<file path="src/rtl/tug_field.sv">
// -----------------------------------------------------------------------------
// tug_field
//   Game-side responder for the tug-of-war master controller (MC). It follows
//   the MC phase signals, tracks the rope position on an N_POS-LED bar, detects
//   round wins and Dark-phase fouls, and times a random Dark interval with an
//   8-bit LFSR. It also keeps the per-player round scores.
//
//   No valid/ready handshakes are involved. The MC link is level based.
//   winrnd is a single-clk pulse that the MC samples on its own clock.
//   rout is a level that stays high while the Dark timer has expired.
//
// Ports
//   clk          in   system clock
//   rst          in   asynchronous, active-low reset
//   slowen       in   one-clk slow tick (the same tick the MC sees)
//   leftp        in   left player button, debounced synchronous level
//   rightp       in   right player button, debounced synchronous level
//   clear        in   from MC, 1 = no round in progress
//   leds_on      in   from MC, 0 = Dark state
//   led_control  in   from MC, bit0 = 1 in RESET/Wait, bit1 = 0 only in Dark
//   winrnd       out  one-clk pulse, round decided
//   rout         out  level, random Dark interval has expired
//   leds         out  LED bar, bit 0 = left end
//   score_l      out  rounds won by the left player (saturates at 15)
//   score_r      out  rounds won by the right player (saturates at 15)
// -----------------------------------------------------------------------------
module tug_field #(
    parameter int         N_POS     = 9,
    parameter int         MIN_DARK  = 2,
    parameter logic [7:0] DARK_MASK = 8'h07
) (
    input  logic             clk,
    input  logic             rst,
    input  logic             slowen,
    input  logic             leftp,
    input  logic             rightp,
    input  logic             clear,
    input  logic             leds_on,
    input  logic [1:0]       led_control,
    output logic             winrnd,
    output logic             rout,
    output logic [N_POS-1:0] leds,
    output logic [3:0]       score_l,
    output logic [3:0]       score_r
);

    localparam int             PW     = $clog2(N_POS);
    localparam logic [PW-1:0]  CENTER = PW'((N_POS - 1) / 2);
    localparam logic [PW-1:0]  LAST   = PW'(N_POS - 1);

    logic [PW-1:0] pos;
    logic          lock;
    logic [8:0]    dark_cnt;
    logic [8:0]    dark_cnt_next;
    logic [7:0]    lfsr;
    logic          left_q;
    logic          right_q;
    logic          leds_on_q;

    logic le;
    logic re;
    logic setup;
    logic dark;
    logic play;
    logic dark_entry;
    logic one_press;

    // Press events are rising edges of the button levels.
    assign le = leftp & ~left_q;
    assign re = rightp & ~right_q;

    // MC phase decode. A round is in progress only while clear=0.
    assign setup      = clear & led_control[0];
    assign dark       = ~clear & ~leds_on & ~led_control[1];
    assign play       = ~clear & leds_on;
    assign dark_entry = dark & leds_on_q;
    // If both buttons rise in the same clk, the presses cancel out.
    assign one_press  = le ^ re;

    function automatic logic [3:0] sat_inc(input logic [3:0] s);
        return (s == 4'd15) ? s : s + 4'd1;
    endfunction

    // The Dark timer loads on entry and then counts slowen ticks down to zero.
    always_comb begin
        dark_cnt_next = dark_cnt;
        if (dark_entry)
            dark_cnt_next = 9'(MIN_DARK) + {1'b0, lfsr & DARK_MASK};
        else if (dark && slowen && (dark_cnt != 9'd0))
            dark_cnt_next = dark_cnt - 9'd1;
    end

    // Free-running LFSR, input history, Dark timer and rout.
    // The LFSR polynomial is x^8+x^6+x^5+x^4+1. It is seeded with a nonzero
    // value, so it never reaches the all-zero lock-up state.
    always_ff @(posedge clk or negedge rst) begin
        if (!rst) begin
            lfsr      <= 8'hA5;
            left_q    <= 1'b0;
            right_q   <= 1'b0;
            leds_on_q <= 1'b0;
            dark_cnt  <= 9'd0;
            rout      <= 1'b0;
        end else begin
            lfsr      <= {lfsr[6:0], lfsr[7] ^ lfsr[5] ^ lfsr[4] ^ lfsr[3]};
            left_q    <= leftp;
            right_q   <= rightp;
            leds_on_q <= leds_on;
            dark_cnt  <= dark_cnt_next;
            // Registered so rout is clean. It drops one clk after Dark ends.
            rout      <= dark & ~dark_entry & (dark_cnt_next == 9'd0);
        end
    end

    // Rope position, lock, scores and the win pulse.
    always_ff @(posedge clk or negedge rst) begin
        if (!rst) begin
            pos     <= CENTER;
            lock    <= 1'b0;
            score_l <= 4'd0;
            score_r <= 4'd0;
            winrnd  <= 1'b0;
        end else begin
            winrnd <= 1'b0;
            if (setup) begin
                pos     <= CENTER;
                lock    <= 1'b0;
                score_l <= 4'd0;
                score_r <= 4'd0;
            end else if (dark_entry) begin
                // The winner's end stayed lit through Gloat. Recentre now.
                // Presses on this clk are ignored.
                if ((pos == '0) || (pos == LAST))
                    pos <= CENTER;
                lock <= 1'b0;
            end else if (dark && !lock && one_press) begin
                // Foul: the opponent of the early presser wins the round.
                if (le) begin
                    pos     <= LAST;
                    score_r <= sat_inc(score_r);
                end else begin
                    pos     <= '0;
                    score_l <= sat_inc(score_l);
                end
                winrnd <= 1'b1;
                lock   <= 1'b1;
            end else if (play && !lock && one_press) begin
                if (le) begin
                    if (pos != '0) begin
                        pos <= pos - 1'b1;
                        if (pos == PW'(1)) begin
                            score_l <= sat_inc(score_l);
                            winrnd  <= 1'b1;
                            lock    <= 1'b1;
                        end
                    end
                end else begin
                    if (pos != LAST) begin
                        pos <= pos + 1'b1;
                        if (pos == LAST - 1'b1) begin
                            score_r <= sat_inc(score_r);
                            winrnd  <= 1'b1;
                            lock    <= 1'b1;
                        end
                    end
                end
            end
        end
    end

    // LED bar: dark, all lit during RESET/Wait, otherwise the rope marker.
    assign leds = !leds_on        ? '0 :
                  led_control[0]  ? '1 :
                  (N_POS'(1) << pos);

endmodule
</file>
<file path="config.mk">
export PLATFORM = sky130hd
export DESIGN_NAME = tug_field
export DESIGN_NICKNAME = d
export VERILOG_FILES = /design/src/rtl/tug_field.sv
export SDC_FILE = /design/constraint.sdc
export NUM_CORES = 1
export LEC_CHECK = 0
export CORE_MARGIN = 1.5
export CORE_UTILIZATION = 50
export CTS_CLUSTER_DIAMETER = 120
export CTS_CLUSTER_SIZE = 10
export DETAILED_ROUTE_END_ITERATION = 12
export HOLD_SLACK_MARGIN = 0.05
export PLACE_DENSITY = 0.73
export SETUP_SLACK_MARGIN = 0.2
export SYNTH_ARGS = -nofsm -noshare
export SYNTH_HDL_FRONTEND = slang
export SYNTH_SLANG_ARGS = --single-unit
</file>
<file path="constraint.sdc">
create_clock -name clk -period 3 [get_ports clk]
set_input_delay 0.9 -clock clk [delete_from_list [all_inputs] [get_ports clk]]
set_output_delay 0.9 -clock clk [all_outputs]
set_load 0.01 [all_outputs]
</file>
* After elaboration in Yosys (flattened, before gate mapping)
Cells that the tools add are included.
** Storage, ports and cells
- Register bits :: 35
- Input bits :: 9
- Output and inout bits :: 19
- Logic and storage cells :: 124
** Cells by class
- Add/subtract/negate cells :: 6
- Equality and inequality tests :: 15
- Shift-type cells :: 1
- Muxes and demuxes :: 49
- Bitwise operators :: 19
- Reduce and logical (&&, ||, !) cells :: 23
** Operator list (count)
- 2-to-1 mux 4 bit :: 27
- 2-to-1 mux 9 bit :: 4
- 2-to-1 mux 1 bit :: 18
- adder 4 x 1 -> 4 bit, second input constant :: 3
- == test 4 bit, second input constant :: 3
- AND reduction 6 bit :: 2
- nonzero test 3 bit :: 4
- != test 5 x 1 -> 1 bit, second input constant :: 2
- nonzero test 5 bit :: 2
- bitwise AND 1 bit :: 9
- zero test 9 bit :: 1
- nonzero test 9 bit :: 1
- << shifter 1 x 4 -> 9 bit, first input constant :: 1
- subtractor 9 x 1 -> 9 bit, second input constant :: 1
- != test 4 x 3 -> 1 bit, second input constant :: 2
- nonzero test 4 bit :: 2
- logical AND 1 bit :: 6
- != test 3 bit, second input constant :: 2
- NOT 1 bit :: 6
- AND reduction 5 bit :: 1
- adder 2 x 3 -> 4 bit, first input constant :: 1
- == test 4 x 1 -> 1 bit, second input constant :: 1
- == test 4 x 3 -> 1 bit, second input constant :: 1
- zero test 4 bit :: 1
- 9 further kinds :: 12

* Depth between registers and ports, before layout
Gate-level depths: netlist (run 1).
- Word-level depth :: 9
- Depth in mapped cells :: 8

* Worst setup path after synthesis (run 1)
Ideal clock, no wire load.
- Path kind :: input -> register
- Start point :: in leftp
- End point :: reg pos[0]
- Arrival time :: 2291 ps
- Data required time :: 2875 ps
- Setup slack :: 584 ps
- Stages on the path :: 7
- Cells stage by stage :: nor2b_1 buf_4 xnor2_1 nor2_1 o21ai_0 o21a_1 mux2_2
** Between the ends
- Cells in the longest elaborated chain, start to end :: 6
** Ends and longest elaborated chain
- start, declared :: RTL line 35 : input logic leftp,
- bitwise AND 1 bit (*) :: RTL line 69 : assign le = leftp & ~left_q;
- 2-to-1 mux 4 bit / XOR 1 bit (equally long branches) :: RTL line 148, 78
- 2-to-1 mux 4 bit / logical AND 1 bit (equally long branches) :: RTL line 147, 136
- 2-to-1 mux 4 bit :: RTL line 136 : end else if (dark && !lock && one_press) begin
- 2-to-1 mux 4 bit :: RTL line 130 : end else if (dark_entry) begin
- 2-to-1 mux 4 bit :: RTL line 125 : if (setup) begin
- end signal, assigned :: RTL line 150 : pos <= pos - 1'b1;
- end signal, assigned :: RTL line 159 : pos <= pos + 1'b1;
- end, declared :: RTL line 51 : logic [PW-1:0] pos;
Every way passes the cells marked *; elsewhere a longest branch is shown, timed or not. The select of a mux whose other input is x is not followed.
A chain may end at the register's enable or synchronous reset.

* Worst setup path after layout (run 1)
- Start point :: in clear
- End point :: reg pos[1]
** Between the ends
- Cells in the longest elaborated chain, start to end :: 8
** Ends and longest elaborated chain
- start, declared :: RTL line 37 : input logic clear,
- branches (longest 8 deep; another with != test 5 x 1 -> 1 bit)
Parallel ways; which one is timed is not known.

==> results of run 1 <==
## sequential cells by signal, indices dropped and copies added (netlist names)
name	count
right_q	1
pos	4
lfsr	8
rout	1
lock	1
leds_on_q	1
score_r	4
left_q	1
score_l	4
dark_cnt	9
winrnd	1
## layer usage
metal	vias to the layer above	track usage
li1	949	-
met1	891	0.340
met2	47	0.344
met3	10	0.0536
met4	0	0.0784
met5	-	0
## final cells by class
class                      count  area [µm²]  share of cell area
timing repair buffer          61         497               0.176
multi-input combinational    180        1230               0.436
clock inverter                 3        43.8              0.0155
sequential                    35         882               0.313
tap                           50        62.6              0.0222
inverter                       9        33.8              0.0120
clock buffer                   5        68.8              0.0244
## metrics by stage
step                      setup slack [ps]  hold slack (ps)
after CTS                              176              359
after detailed placement              -171              345
after global routing                   190              363
after floorplan                        584              333
final                                  351              356
after global placement                -157              336
## repair_timing
action                     CTS  global route
buffers inserted             0             1
setup endpoints to repair   14            11
resized for setup           35             4
## power groups by stage
stage,logic (mW),clock network [mW],registers (mW)
floorplan,0.439,0,0.635
global placement,0.677,0,0.648
detailed placement,0.689,0,0.649
CTS,0.683,0.443,0.641
global route,0.769,0.458,0.658
finish,0.686,0.430,0.645
## cell usage in the layout (no fill, tap or decap), types with 4 or more instances in the layout
| master | n |
|---|---|
| dfstp_2 | 5 |
| clkbuf_8 | 5 |
| nand3_1 | 6 |
| inv_1 | 9 |
| buf_4 | 33 |
| a21oi_1 | 20 |
| nand2b_1 | 4 |
| o21ai_0 | 11 |
| buf_2 | 7 |
| clkdlybuf4s50_1 | 16 |
| xnor2_1 | 6 |
| xor2_1 | 6 |
| nand2_1 | 15 |
| dfrtp_1 | 30 |
| nor3_1 | 14 |
| nor2_1 | 24 |
| ha_1 | 12 |
| nor2b_1 | 9 |
## worst min path at each step
stage | endpoint | slack (ps)
floorplan | lfsr[7] | 330
global placement | lfsr[7] | 340
detailed placement | lfsr[7] | 340
CTS | lfsr[7] | 360
global route | lfsr[7] | 360
finish | lfsr[7] | 360
## cells by family after synthesis
kind of cell    synth area share
fa+ha+maj                 0.0692
buf+inv                   0.0306
compound gates             0.169
mux                       0.0294
flops                      0.407
simple gates               0.246
xor+xnor                  0.0485
==> results.md, run 1 <==
- CTS Hold Bufs: 0
- Power share of the combinational group: 0.390
- Data required, critical path: around 3200 ps
- P_sw: 0.631 mW
- Post-route insts no fill: roughly 340
- MaxCap Viol Count: 0
- Syn nets: 252
- First-pass GRT wire length: 8.13 mm
- CP Class: primary input to flop
- Crit path from: clear
- Wire length on met1: 2.43 mm
- H-tree levels: 2
- Final ANT Viol Nets: 0
- Reg2reg path depth: 8
- Slowest CP cell: clkdlybuf4s50_1
- Initial Util: 0.531
- Internal power: 1.13 mW
- Leak: roughly 1.3 nW
- Synth warn: 0
- Avg Cell Area, Syn: 9.39 µm²
- CP peak stage delay: between 400 and 500 ps
- Final nets: roughly 310
- Die footprint: about 4700 µm²
- Cell Chain, Critical Path: clkdlybuf4s50_1 -> buf_4 -> nand2b_1 -> a31o_2 -> o31a_1 -> a41o_1 -> o21a_1 -> mux2_2
- CP Depth: 8
- Num ports: 28
- Placer Congestion: 0.868
- Tot GR Track Use: 0.234
- CTS clk-pin slew, worst paths: 70 ps
- Antenna diode count: 0
- Ys async rst share: 1.00
- CP max FO: 7
- Setup TNS: 0 ps
- RSZ-0062 raised after global routing: true
- Worst setup path end: pos[1]
- CTS buffer count: 5
- Sequential element share of the synthesized area: 0.407
- Status: finished clean
- Count leader, synth: dfrtp_1
- #FFs+latches synth: 35
- Buf+Inv Stages, Crit Path: 2
- Area after DPL: roughly 2700 µm²
- Synth area leaders: dfrtp_1 (35%), ha_1 (6.9%), dfstp_2 (6.1%)
- Fin Clk Skew: between 5 and 6 ps
- Metal3 WL: about 260 µm
- CTS sink count: 35
- Crit. End Element: flop
- Vias in the first global route: 1,755
- Flop pwr share: 0.366
- Post-synth top area share: 0.346
- Worst flop-to-flop path endpoint: rout
- WL/cell: 14.3 µm
- Min-Delay Path Class: flop to flop
- DRC viols: 0
- Die height: between 60 and 70 µm
- Post-synth top cells: dfrtp_1 (30), nor2_1 (24), a21oi_1 (20)
- Wirelength, routed: 4.91 mm
- Sw frac: 0.358
- Arr. time, crit path: approximately 2800 ps
- Layout Utilization: 0.689
- Clock share of power: 0.244
- WHS Path Cells: 0
- Design Area, Final: between 2000 and 3000 µm²
- DR pass1 iterations: 4
- Share of layout cells above drive strength 1: 0.246
- Fillers: around 350
- Yosys cell types: 54
- Reg2Reg Setup Slack: approximately 700 ps
- GRT overflow: 0
- Critical path startpoint category: primary input
- CTS tree: yes
- IO buf count: 27
- Post-Syn Area: 2170 µm²
- Detailed-placement wirelength estimate: 3.67 mm
- Part of the cycle the worst path needs: 0.883
- Hold Fails Final Rpt: 0
- Vias per inst: about 5.5
- Dominant cell type by area after synthesis: dfrtp_1
- Cell at the root of the clock tree: clkbuf_8
- Die X: just under 70 µm
- Synth Instances: 231
- Met2 wire length: 2.13 mm
- Vias: 1,897
- Post-synth EDFFs: 0
- DP Cell Count: 334
- Row count: 23
- RR Startpoint: dark_cnt[0]
- Max Fclk: around 380 MHz
- CORE AREA: 4090 µm²
- Hold Startpoint: lfsr[6]
- Worst Tran Pin Value: a little over 700 ps
- Worst vdd ir: 0.377 mV
- Top_reg_cell synth: dfrtp_1
- Final min period: 2650 ps
- Uppermost layer routed: met4
- CP top delay family: compound AO/OA/AOI/OAI gates
- Largest net degree at the start of global routing: 36
- Pwr dens: 625 nW/µm²
- Initial antenna violation count: 0
- Max_slew headroom: 0.511
- Clk_lat worst skew: about 290 ps
- CTS Buffer Depth: 2
- Starting DRT DRC Count: 101
- Pwr Total: 1.76 mW
- Setup Viol. Count Final: 0
- Slew Limit Fails: 0
- Area growth, synth to finish: 29.9%
Note: power is estimated with default switching activity, not from simulation.
==> run 2, diff against run 1 <==
Settings changed: SKIP_LAST_GASP set to 1.
==> results of run 2 <==
The final DEF is identical to that of run 1; final timing and power are the same.
